==> config.mk <==
export PLATFORM = sky130hd
export DESIGN_NAME = if_fetch_unit
export DESIGN_NICKNAME = d
export VERILOG_FILES = /design/src/rtl/if_fetch_unit_pkg.sv /design/src/rtl/if_fetch_buf.sv /design/src/rtl/if_fetch_unit.sv
export SDC_FILE = /design/constraint.sdc
export NUM_CORES = 1
export LEC_CHECK = 0
export BUFFER_PORTS_ARGS = -buffer_cell sky130_fd_sc_hd__buf_2
export CAP_MARGIN = 40
export CORE_AREA = 3 3 151 153
export CTS_CLUSTER_DIAMETER = 60
export CTS_CLUSTER_SIZE = 25
export DETAILED_ROUTE_END_ITERATION = 10
export DIE_AREA = 0 0 154 156
export GPL_ROUTABILITY_DRIVEN = 0
export PLACE_DENSITY = 0.79
export SKIP_CTS_REPAIR_TIMING = 1
export SYNTH_ARGS = -nofsm -noshare
export SYNTH_HDL_FRONTEND = slang
export SYNTH_SLANG_ARGS = --single-unit
export TNS_END_PERCENT = 1
==> constraint.sdc <==
create_clock -name clk -period 4.85 [get_ports clk]
set_input_delay 0.2425 -clock clk [delete_from_list [all_inputs] [get_ports clk]]
set_output_delay 0.2425 -clock clk [all_outputs]
set_load 0.03 [all_outputs]
==> src/rtl/if_fetch_unit_pkg.sv <==
// Shared widths, reset PC and FSM state encoding for the instruction-fetch stage.
package if_fetch_unit_pkg;
  localparam int              DEF_XLEN     = 64;
  localparam int              DEF_INST_LEN = 32;
  localparam logic [63:0]     DEF_RESET_PC = 64'h8000_0000;

  typedef enum logic [1:0] {
    S_IDLE = 2'd0,
    S_REQ  = 2'd1,
    S_WAIT = 2'd2,
    S_HOLD = 2'd3
  } fetch_state_e;
endpackage

==> src/rtl/if_fetch_buf.sv <==
// One-entry pc/instr holding buffer; keeps a response alive while the IF/ID register stalls.
module if_fetch_buf #(
  parameter int XLEN     = 64,
  parameter int INST_LEN = 32
) (
  input  logic                clk,
  input  logic                rst_n,
  input  logic                load,
  input  logic                clear,
  input  logic [XLEN-1:0]     pc_d,
  input  logic [INST_LEN-1:0] instr_d,
  output logic                valid,
  output logic [XLEN-1:0]     pc_q,
  output logic [INST_LEN-1:0] instr_q
);

  // clear wins over load so a flush can never resurrect stale data
  always_ff @(posedge clk or negedge rst_n) begin
    if (!rst_n) begin
      valid   <= 1'b0;
      pc_q    <= '0;
      instr_q <= '0;
    end else if (clear) begin
      valid   <= 1'b0;
      pc_q    <= '0;
      instr_q <= '0;
    end else if (load) begin
      valid   <= 1'b1;
      pc_q    <= pc_d;
      instr_q <= instr_d;
    end
  end

endmodule

==> src/rtl/if_fetch_unit.sv <==
// Instruction-fetch stage: owns the PC, keeps one request outstanding to imem and feeds IF/ID.
// Handshake: a request completes on imem_req_o & imem_gnt_i; fetch_valid_o & stall_n is a transfer.
module if_fetch_unit
  import if_fetch_unit_pkg::*;
#(
  parameter int              XLEN     = DEF_XLEN,
  parameter int              INST_LEN = DEF_INST_LEN,
  parameter logic [XLEN-1:0] RESET_PC = DEF_RESET_PC
) (
  input  logic                clk,
  input  logic                rst_n,
  input  logic                stall_n,
  input  logic                redirect,
  input  logic [XLEN-1:0]     redirect_pc,
  input  logic                in_trap,
  input  logic [XLEN-1:0]     mtvec,
  input  logic                out_trap,
  input  logic [XLEN-1:0]     mepc,
  output logic                imem_req_o,
  output logic [XLEN-1:0]     imem_addr_o,
  input  logic                imem_gnt_i,
  input  logic                imem_rvalid_i,
  input  logic [INST_LEN-1:0] imem_rdata_i,
  output logic [XLEN-1:0]     pc_if_o,
  output logic [INST_LEN-1:0] instr_if_o,
  output logic                fetch_valid_o
);

  localparam logic [XLEN-1:0] PC_STEP = XLEN'(4);

  fetch_state_e          state;
  logic [XLEN-1:0]       pc_reg;
  logic                  kill;
  logic                  ctrl;
  logic [XLEN-1:0]       target_raw;
  logic [XLEN-1:0]       target;
  logic                  bypass;
  logic                  raw_valid;
  logic                  buf_load;
  logic                  buf_clear;
  logic                  buf_valid;
  logic [XLEN-1:0]       buf_pc;
  logic [INST_LEN-1:0]   buf_instr;

  assign ctrl = in_trap | out_trap | redirect;

  always_comb begin
    target_raw = redirect_pc;
    if (in_trap)       target_raw = mtvec;
    else if (out_trap) target_raw = mepc;
    target = {target_raw[XLEN-1:2], 2'b00};
  end

  assign bypass        = (state == S_WAIT) & imem_rvalid_i & ~kill;
  assign raw_valid     = bypass | ((state == S_HOLD) & buf_valid);
  assign fetch_valid_o = raw_valid & ~ctrl & ~kill;

  assign imem_req_o  = (state == S_REQ);
  assign imem_addr_o = imem_req_o ? pc_reg : '0;

  always_comb begin
    pc_if_o    = '0;
    instr_if_o = '0;
    if (bypass) begin
      pc_if_o    = pc_reg;
      instr_if_o = imem_rdata_i;
    end else if (state == S_HOLD) begin
      pc_if_o    = buf_pc;
      instr_if_o = buf_instr;
    end
  end

  assign buf_load  = bypass & ~ctrl & ~stall_n;
  assign buf_clear = (state == S_HOLD) & (ctrl | stall_n);

  if_fetch_buf #(
    .XLEN     (XLEN),
    .INST_LEN (INST_LEN)
  ) u_buf (
    .clk     (clk),
    .rst_n   (rst_n),
    .load    (buf_load),
    .clear   (buf_clear),
    .pc_d    (pc_reg),
    .instr_d (imem_rdata_i),
    .valid   (buf_valid),
    .pc_q    (buf_pc),
    .instr_q (buf_instr)
  );

  always_ff @(posedge clk or negedge rst_n) begin
    if (!rst_n) begin
      state  <= S_IDLE;
      pc_reg <= RESET_PC;
      kill   <= 1'b0;
    end else begin
      case (state)
        S_IDLE: state <= S_REQ;
        S_REQ: begin
          if (ctrl) pc_reg <= target;
          // a grant racing a redirect still owes us a response, which must be dropped
          if (imem_gnt_i) begin
            state <= S_WAIT;
            kill  <= ctrl;
          end
        end
        S_WAIT: begin
          if (ctrl) pc_reg <= target;
          if (imem_rvalid_i) begin
            kill <= 1'b0;
            if (kill || ctrl) begin
              state <= S_REQ;
            end else if (stall_n) begin
              state  <= S_REQ;
              pc_reg <= pc_reg + PC_STEP;
            end else begin
              state <= S_HOLD;
            end
          end else if (ctrl) begin
            kill <= 1'b1;
          end
        end
        S_HOLD: begin
          if (ctrl) begin
            pc_reg <= target;
            state  <= S_REQ;
          end else if (stall_n) begin
            pc_reg <= pc_reg + PC_STEP;
            state  <= S_REQ;
          end
        end
        default: state <= S_IDLE;
      endcase
    end
  end

  // A response that was already in flight when reset hit may still land in S_IDLE.
  a_rvalid_legal: assert property (@(posedge clk) disable iff (!rst_n)
    imem_rvalid_i |-> (state == S_WAIT || state == S_IDLE));

endmodule

* Word-level counts from Yosys, hierarchy flattened
Index checks and enable logic that the tools add are counted.
Storage, ports and cells: bits in writable memories 0, bits in latches 0, memory bits (read-only) 0, input port bits 232, memories kept 0, bits in registers 164
Cells by class: shift operators 0, multiplexer cells 31, div/mod/pow operators 0, $lt $le $gt $ge 0, multiply operators 0, bitwise logic cells 15, $add $sub $neg 1, equal/unequal tests 7, reductions and logical operators 8
Operators by type and width (count):
- $mux 64 | 13
- $pmux 64 s3 | 1
- $mux 32 | 4
- $add 64x3->64 const B | 1
- $mux 2 | 6
- $and 1x1->1 | 8
- $pmux 2 s4 | 1
- $ne 3x3->1 const B | 2
- $reduce_and 3->1 | 2
- $mux 1 | 5
- $eq 2x2->1 const B | 2
- $or 1x1->1 | 4
- $reduce_bool 2->1 | 2
- $not 1->1 | 3
- $reduce_bool 3->1 | 1
- $eq 2x1->1 const B | 1
- $logic_not 2->1 | 1
- $ne 2x1->1 const B | 1
- $ne 2x2->1 const B | 1
- $pmux 1 s2 | 1
- $reduce_and 2->1 | 1
- $logic_or 1x1->1 | 1

* Longest topological paths before layout
Gate-level depths: netlist of run 1.
depth in word-level cells 7, gate-level depth with buffers 10, gate-level depth less buffers 8

* By module
From an unflattened synthesis of run 1, not the netlist that was laid out.
Second synthesis, totals: cells, all modules 1488, area, all modules 11493.5 µm²
Modules (own cells, without submodules):
- if_fetch_unit | cells an instance 1175, instances 1, sequential area each 1677.9 µm², area each 7577.3 µm²
- if_fetch_buf | cells an instance 313, instances 1, sequential area each 2427.3 µm², area each 3916.3 µm²

* Worst setup path before layout of run 1
Ideal clock, no wire load.
path type reg2reg, start register state[0], end register pc_reg[34], buffers on the path 2, slack 2.470 ns, arrival 2.259 ns, clock period less this slack 2.380 ns, cell stages (with the launch flop) 10, cells stage by stage dfrtp_1 > inv_1 > ha_1 > and3b_1 > clkbuf_1 > o21ai_0 > a21o_1 > clkbuf_1 > or3_1 > a32o_1
Between the ends: longest elaborated chain between the ends 3, elaborated cells between the ends (all ways) 7, those cells by class eq/ne: 4; mux: 1; reduce/logical: 2
Ends and longest elaborated chain:
- start, declared | line if_fetch_unit.sv:31 | fetch_state_e state;
- start signal, assigned | line if_fetch_unit.sv:93 | state <= S_IDLE;
- start signal, assigned | line if_fetch_unit.sv:98 | S_IDLE: state <= S_REQ;
- start signal, assigned | line if_fetch_unit.sv:103 | state <= S_WAIT;
- $eq 2x2->1 or $eq 2x1->1 (tied branches) | line if_fetch_unit.sv:97 | case (state)
- $ne 3x3->1 (no line) or $reduce_bool 3->1 (tied branches)
- $reduce_and 2->1 (no line)
- end signal, assigned | line if_fetch_unit.sv:100 | if (ctrl) pc_reg <= target;
- end signal, assigned | line if_fetch_unit.sv:108 | if (ctrl) pc_reg <= target;
- end signal, assigned | line if_fetch_unit.sv:115 | pc_reg <= pc_reg + PC_STEP;
- end, declared | line if_fetch_unit.sv:32 | logic [XLEN-1:0] pc_reg;
Parallel ways exist; a longest one is shown, timed or not. A chain may end at the register's enable or synchronous reset.

* Worst setup path in the final report of run 1
start register state[0], end register pc_reg[53]
Same word-level chain as after synthesis.

==> key figures, run 1 <==
STA
  – Setup slack after layout: between 1.5 and 2 ns
  – Slew Limit Fails: 0
  – Fin crit share: 63.1%
  – Fin crit period: 3.06 ns
  – Actual slew at the worst max-slew pin: 0.838 ns
  – Fmax: 327 MHz
  – Rel. slew slack: 44.0%
  – Setup violations, final: 0
  – Final Hold Fails: 0
  – Post-Route Setup TNS: 0 ns
  – Layout Skew: 0.0163 ns
  – RSZ-0062 raised after global routing: false

Die
  – Core area: 21700 um2
  – # IOs: around 390
  – Die area: 24000 um2
  – Initial core utilization: 51.4%
  – Row cnt: 54
  – Die H: 156 um
  – Chip width: 154 um

Placement
  – Port Buffers: 387
  – DP HPWL: 28.7 mm
  – Dpl ws: about 1.8 ns
  – DP Area: 13100 um2

Detailed routing
  – Routed Antenna Nets: 0
  – Detailed Routing Iterations Pass 1: 7
  – # DRC: 0
  – Vias per cell: just over 6
  – Vias: 12600
  – DR iter-0 viols: ~1500
  – WL/cell: 19.8 um
  – Routed WL: 40.8 mm

Power
  – Pwr Density: 453 nW/um2
  – LEAKAGE: 6.92 nW
  – Peak supply drop: 0.288 mV

GRT
  – Total GRT Usage: 32.3%
  – Met2 global-route usage: about half
  – Initial antenna violation count: 3
  – GR peak layer: met2
  – Largest net degree at the start of global routing: 80
  – GR Util met3: 5.63%
  – GR Util met1: 45.2%
  – Vias in the first global route: approximately 11000
  – First-pass GRT wire length: 62.5 mm
  – Global route overflow: 0

Setup path
  – R2R Setup Slk: around 1.8 ns
  – Reg2reg start: state[0]
  – FF-to-FF path depth: 8
  – Crit path DAT: 3.43 ns
  – Worst Setup SP: state[0]
  – R2R Path End: pc_reg[53]
  – Critical path launch point type: flop
  – WS Path Type: reg2reg
  – Worst Path Max Fanout: 23
  – Worst setup EP type: flop
  – Critical Path RT: 5.21 ns

Clocking
  – CTS tree: yes
  – Htree depth: 4
  – Clock sink count: about 160
  – Num CTS Buffers: 17
  – Clk_lat worst skew: 0.44 ns
  – CTS max path bufs: 2
  – Clk slew on worst S/H paths: 0.07 ns
  – Clock root buffer: clkbuf_16

Cells and area
  – Area Growth Syn to Fin: 22.6%
  – Nets: 2010
  – Post-route cell area: 13700 um2
  – Share of post-route cells with drive strength above 1: 26.2%

Worst hold path
  – Worst Hold Path EP: u_buf.instr_q[24]
  – Hold depth: 2
  – Hold Path Origin: imem_rdata_i[24]
  – Worst Hold Class: in2reg

Logic synthesis
  – Top post-synthesis cells by count: nand2_1 (311), dfrtp_1 (163), nand3_1 (131)
  – Count leader, synth: nand2_1
  – EDFF count, synth: 0
  – Cell taking the most area after synthesis: dfrtp_1
  – Async S/R FF share, synth: 100%
  – Yosys warns: 0
  – Top cell type's share of synthesized area: 36.6%
  – Post-Syn Nets: 1723
  – Syn_area_per_cell: roughly 7.5 um2
  – Yosys reg bits: 164
  – Main synth FF type: dfrtp_1
  – Unique masters post-synth: 65
  – Ranking of synthesized cells by area: dfrtp_1 (37%), nand2_1 (10%), a22o_1 (7.6%), nand3_1 (5.9%), o21ai_0 (5.1%)
  – Gate Count Post-Synth: ~1500
  – Mapped Area: 11100 um2
  – Register area share after synthesis: 36.8%

Flow run
  – Max cap viols: 0

Status
  – Outcome: finished clean
## stage by stage
step | utilization [%] | cells | hold slack [ns] | power (mW)
floorplan | - | 1485 | -0.0531 | 3.92
global placement | 59.6 | 2025 | 0.303 | 4.67
detailed placement | 60.2 | 2032 | 0.298 | 4.78
CTS | 63.0 | 2064 | -0.164 | 6.17
global route | 63.0 | 2065 | 0.0343 | 6.52
finish | 63.0 | 2067 | 0.0537 | 6.20
## kinds of logic (layout without fill, tap and decap cells)
| group | after synthesis | in the layout | synth area share (%) |
|---|---|---|---|
| simple gates | 735 | 735 | 31.0 |
| other cells | 0 | 2 | 0 |
| flops | 164 | 164 | 36.8 |
| compound gates | 406 | 406 | 23.9 |
| fa+ha+maj | 6 | 6 | 0.673 |
| xor+xnor | 1 | 1 | 0.0786 |
| mux | 6 | 6 | 0.539 |
| buf+inv | 167 | 467 | 6.98 |
## routing by layer
| metal | part of all wire, % | wire, um | up-vias |
|---|---|---|---|
| met2 | 45 | 18400 | 807 |
| met3 | 10 | 4100 | 120 |
| met1 | 41 | 16600 | 5859 |
| li1 | - | - | 5852 |
| met5 | 0.083 | 34 | - |
| met4 | 4.2 | 1730 | 6 |
## worst max-delay path by stage
| stage | to | slack [ns] | depth (start not counted) |
|---|---|---|---|
| 6_report | pc_reg[53] | 1.79 | 8 |
| 5_1_grt | pc_reg[53] | 1.66 | 8 |
| 4_1_cts | pc_if_o[32] | 1.89 | 7 |
| 3_5_place_dp | pc_reg[53] | 1.77 | 7 |
| 3_3_place_gp | pc_reg[47] | 1.82 | 7 |
| 2_1_floorplan | pc_reg[34] | 2.47 | 9 |
## critical path: stages, from the launching register on
cell      delay [ns]
dfrtp_1         0.44
inv_1           0.12
ha_1            0.29
nand4b_1        0.24
a21oi_2         0.19
buf_4           0.36
nand2_1         0.59
or4_1           0.66
nand3_1         0.09
## layout make-up
class                      instances  area, um2
clock inverter                    14        158
multi-input combinational       1154       6310
sequential                       164       4110
antenna                            2       5.00
fill                            1968       8020
timing repair buffer             414       2230
tap                              280        350
clock buffer                      18        439
inverter                          21       78.8
## report_power, final
part           internal (mW)  switching, mW  total [mW]  leakage [nW]
sequential              1.64          0.650        2.29          2.17
clock                  0.749          0.638        1.39         0.292
combinational          0.805           1.71        2.52          4.46
## layout by cell type (no fill, tap or decap), types with 11 or more instances in the layout
cell / count
buf_2: 385
nand2_1: 311
dfrtp_1: 163
nand3_1: 131
o21ai_0: 114
nor2_1: 111
a21oi_1: 97
a22o_1: 97
and2_1: 66
buf_4: 22
inv_1: 21
nor3_1: 20
nand4_1: 20
clkbuf_16: 17
a31oi_1: 16
nor4_1: 15
a221oi_1: 13
o211ai_1: 11
Power figures use the tool's default switching activity.
==> run 2: changes to the inputs <==
--- a/config.mk
+++ b/config.mk
@@ -7,13 +7,13 @@
 export LEC_CHECK = 0
 export BUFFER_PORTS_ARGS = -buffer_cell sky130_fd_sc_hd__buf_2
 export CAP_MARGIN = 40
-export CORE_AREA = 3 3 151 153
+export CORE_MARGIN = 3
+export CORE_UTILIZATION = 46
 export CTS_CLUSTER_DIAMETER = 60
 export CTS_CLUSTER_SIZE = 25
 export DETAILED_ROUTE_END_ITERATION = 10
-export DIE_AREA = 0 0 154 156
 export GPL_ROUTABILITY_DRIVEN = 0
-export PLACE_DENSITY = 0.79
+export PLACE_DENSITY = 0.75
 export SKIP_CTS_REPAIR_TIMING = 1
 export SYNTH_ARGS = -nofsm -noshare
 export SYNTH_HDL_FRONTEND = slang
==> constraint.sdc (replaced) <==
create_clock -name clk -period 2.8 [get_ports clk]
set_input_delay 0.14 -clock clk [delete_from_list [all_inputs] [get_ports clk]]
set_output_delay 0.14 -clock clk [all_outputs]
set_load 0.03 [all_outputs]
==> run 2 against run 1 <==
Net effect:
- die area up 8.8%
- highest routed layer unchanged
- sequential share of layout area fell by 1.2 points
- clock-buffer cell count unchanged
- global-route usage decreased by 0.94 points
- critical path depth decreased by 1
- critical path type is now reg2out
- hold slack lost 0.043 ns
- flip-flop and latch count unchanged
- register-to-register slack lost 1.6 ns
- largest cell class unchanged
- utilization down 2.6 points
- worst setup slack got worse by 1.6 ns
==> key figures, run 2 (synthesis results as in run 1) <==
STA
  – Setup violations, final: 0 (unchanged)
  – RSZ-0062 raised after global routing: false
  – Rel. slew slack: 52.7% (+8.8 points)
  – Fin crit share: 94.9%
  – Fin crit period: 2.66 ns
  – Post-Route Setup TNS: 0 ns (unchanged)
  – Final Hold Fails: 0 (unchanged)
  – Slew Limit Fails: 0 (unchanged)
  – Layout Skew: 0.0158 ns (-0.000505 ns)
  – Fmax: 376 MHz
  – Actual slew at the worst max-slew pin: 0.701 ns (-0.137 ns)

GRT
  – Total GRT Usage: 31.3% (-0.94 points)
  – Vias in the first global route: 11800 (+3.6%)
  – First-pass GRT wire length: 65.5 mm (+4.7%)
  – Initial antenna violation count: 8 (+5)
  – Largest net degree at the start of global routing: 113 (+41%)
  – Global route overflow: 0 (unchanged)

Clocking
  – Clk slew on worst S/H paths: 0.07 ns (about the same)
  – CTS max path bufs: 2 (unchanged)
  – Clk_lat worst skew: 0.43 ns (about the same)
  – Clock sink count: 164 (unchanged)
  – Htree depth: 4 (unchanged)
  – Clock root buffer: clkbuf_16
  – Num CTS Buffers: 17 (unchanged)
  – CTS tree: yes

Cells and area
  – Most common cell after layout, fill and taps aside: buf_2
  – Register area: 4110 um2 (unchanged)
  – Share of post-route cells with drive strength above 1: 26.7% (+0.52 points)
  – Area Growth Syn to Fin: 27.9%
  – Area of the multi-input gates: 6310 um2 (unchanged)
  – Layout fillers: 2140 (+8.7%)
  – Most frequent cells in the layout: buf_2 (384), nand2_1 (311), dfrtp_1 (163), nand3_1 (131), o21ai_0 (114)
  – Nets: 2065 (+2.7%)
  – Final Util: 60.4% (-2.6 points)

Flow run
  – Max cap viols: 0 (unchanged)

Detailed routing
  – Routed WL: 43.3 mm (+5.9%)
  – # DRC: 0 (unchanged)
  – WL/cell: 20.0 um (+1.2%)
  – Vias: 13000 (+2.6%)
  – Detailed Routing Iterations Pass 1: 5 (-2)
  – DR iter-0 viols: 1420 (-6.0%)
  – Routed Antenna Nets: 0 (unchanged)
  – Vias per cell: 6.00 (-2.0%)

Power
  – Peak supply drop: 0.380 mV (+32%)
  – Pwr Density: 780 nW/um2 (+72%)
  – LEAKAGE: 7.19 nW (+3.8%)

Die
  – Die H: 162 um (+3.6%)
  – Chip width: 162 um (+5.0%)
  – Initial core utilization: 47.2% (-4.2 points)
  – # IOs: 394 (unchanged)
  – Row cnt: 56 (+3.7%)
  – Die area: 26100 um2 (+8.8%)
  – Core area: 23600 um2 (+8.9%)

Setup path
  – R2R Path End: pc_reg[40]
  – Critical path launch point type: flop
  – Worst Path Max Fanout: 38 (+65%)
  – R2R Setup Slk: 0.22 ns (-1.57 ns)
  – Critical Path RT: 2.66 ns (-2.55 ns)
  – Reg2reg start: pc_reg[2]
  – Worst setup EP type: output pin
  – Crit path DAT: 2.52 ns (-0.91 ns)
  – FF-to-FF path depth: 7 (-1)
  – WS Path Type: reg2out

Worst hold path
  – Hold depth: 2 (unchanged)
  – Worst Hold Path EP: u_buf.instr_q[11]
  – Worst Hold Class: in2reg
  – Hold Path Origin: imem_rdata_i[11]

Placement
  – Port Buffers: 387 (unchanged)
  – DP HPWL: 30.3 mm (+5.3%)

Status
  – Outcome: finished clean
-- run 2: worst max-delay path by stage --
stage / startpoint / end / slack [ns] / cells past startpoint
2_1_floorplan: state[0] / pc_reg[34] / 0.42 / 9
3_3_place_gp: pc_reg[2] / pc_reg[40] / 0.37 / 7
3_5_place_dp: pc_reg[2] / pc_reg[40] / 0.29 / 7
4_1_cts: state[0] / pc_if_o[25] / 0.16 / 7
5_1_grt: state[0] / pc_if_o[25] / 0.008 / 7
6_report: state[0] / pc_if_o[25] / 0.14 / 7
-- run 2: routing by layer --
| metal | vias to the layer above | GRT usage, % | wire length, um |
|---|---|---|---|
| met3 | 106 | 5.51 | 4180 |
| met5 | - | 0 | 44 |
| met4 | 6 | 12.2 | 1450 |
| met2 | 824 | 49.9 | 20100 |
| met1 | 6075 | 42.8 | 17500 |
| li1 | 5964 | - | - |
-- run 2: stage by stage --
stage	setup WS, ns	total power, mW	area, um2	hold slack (ns)	cells
3_5_place_dp	0.288	8.48	13300	0.126	2095
4_1_cts	0.160	11.0	13900	-0.330	2127
6_report	0.143	11.1	14300	0.0108	2164
5_1_grt	0.00827	11.7	14300	0.0122	2163
2_1_floorplan	0.420	6.79	11100	-0.156	1485
3_3_place_gp	0.366	8.38	13300	0.126	2094
-- run 2: critical path, cell delays in order (launching register included) --
cell and delay (ns):
dfrtp_1 0.44, inv_1 0.11, ha_1 0.29, nand3b_1 0.28, buf_4 0.44, nand3_1 0.12
o21ai_0 0.14, buf_2 0.25
-- run 2: cell type report --
class                      instances  share of cell area, %
antenna                            5                 0.0877
multi-input combinational       1154                   44.2
clock buffer                      18                   3.08
timing repair buffer             469                   19.2
sequential                       164                   28.8
tap                              319                   2.80
clock inverter                    14                   1.31
inverter                          21                  0.553
-- run 2: power breakdown --
| part | internal, mW | total [mW] | switching (mW) | leakage, nW |
|---|---|---|---|---|
| clock network | 1.46 | 2.55 | 1.09 | 0.307 |
| registers | 2.84 | 3.81 | 0.969 | 2.17 |
| logic | 1.54 | 4.77 | 3.22 | 4.71 |
| total | 5.85 | 11.1 | 5.28 | 7.19 |
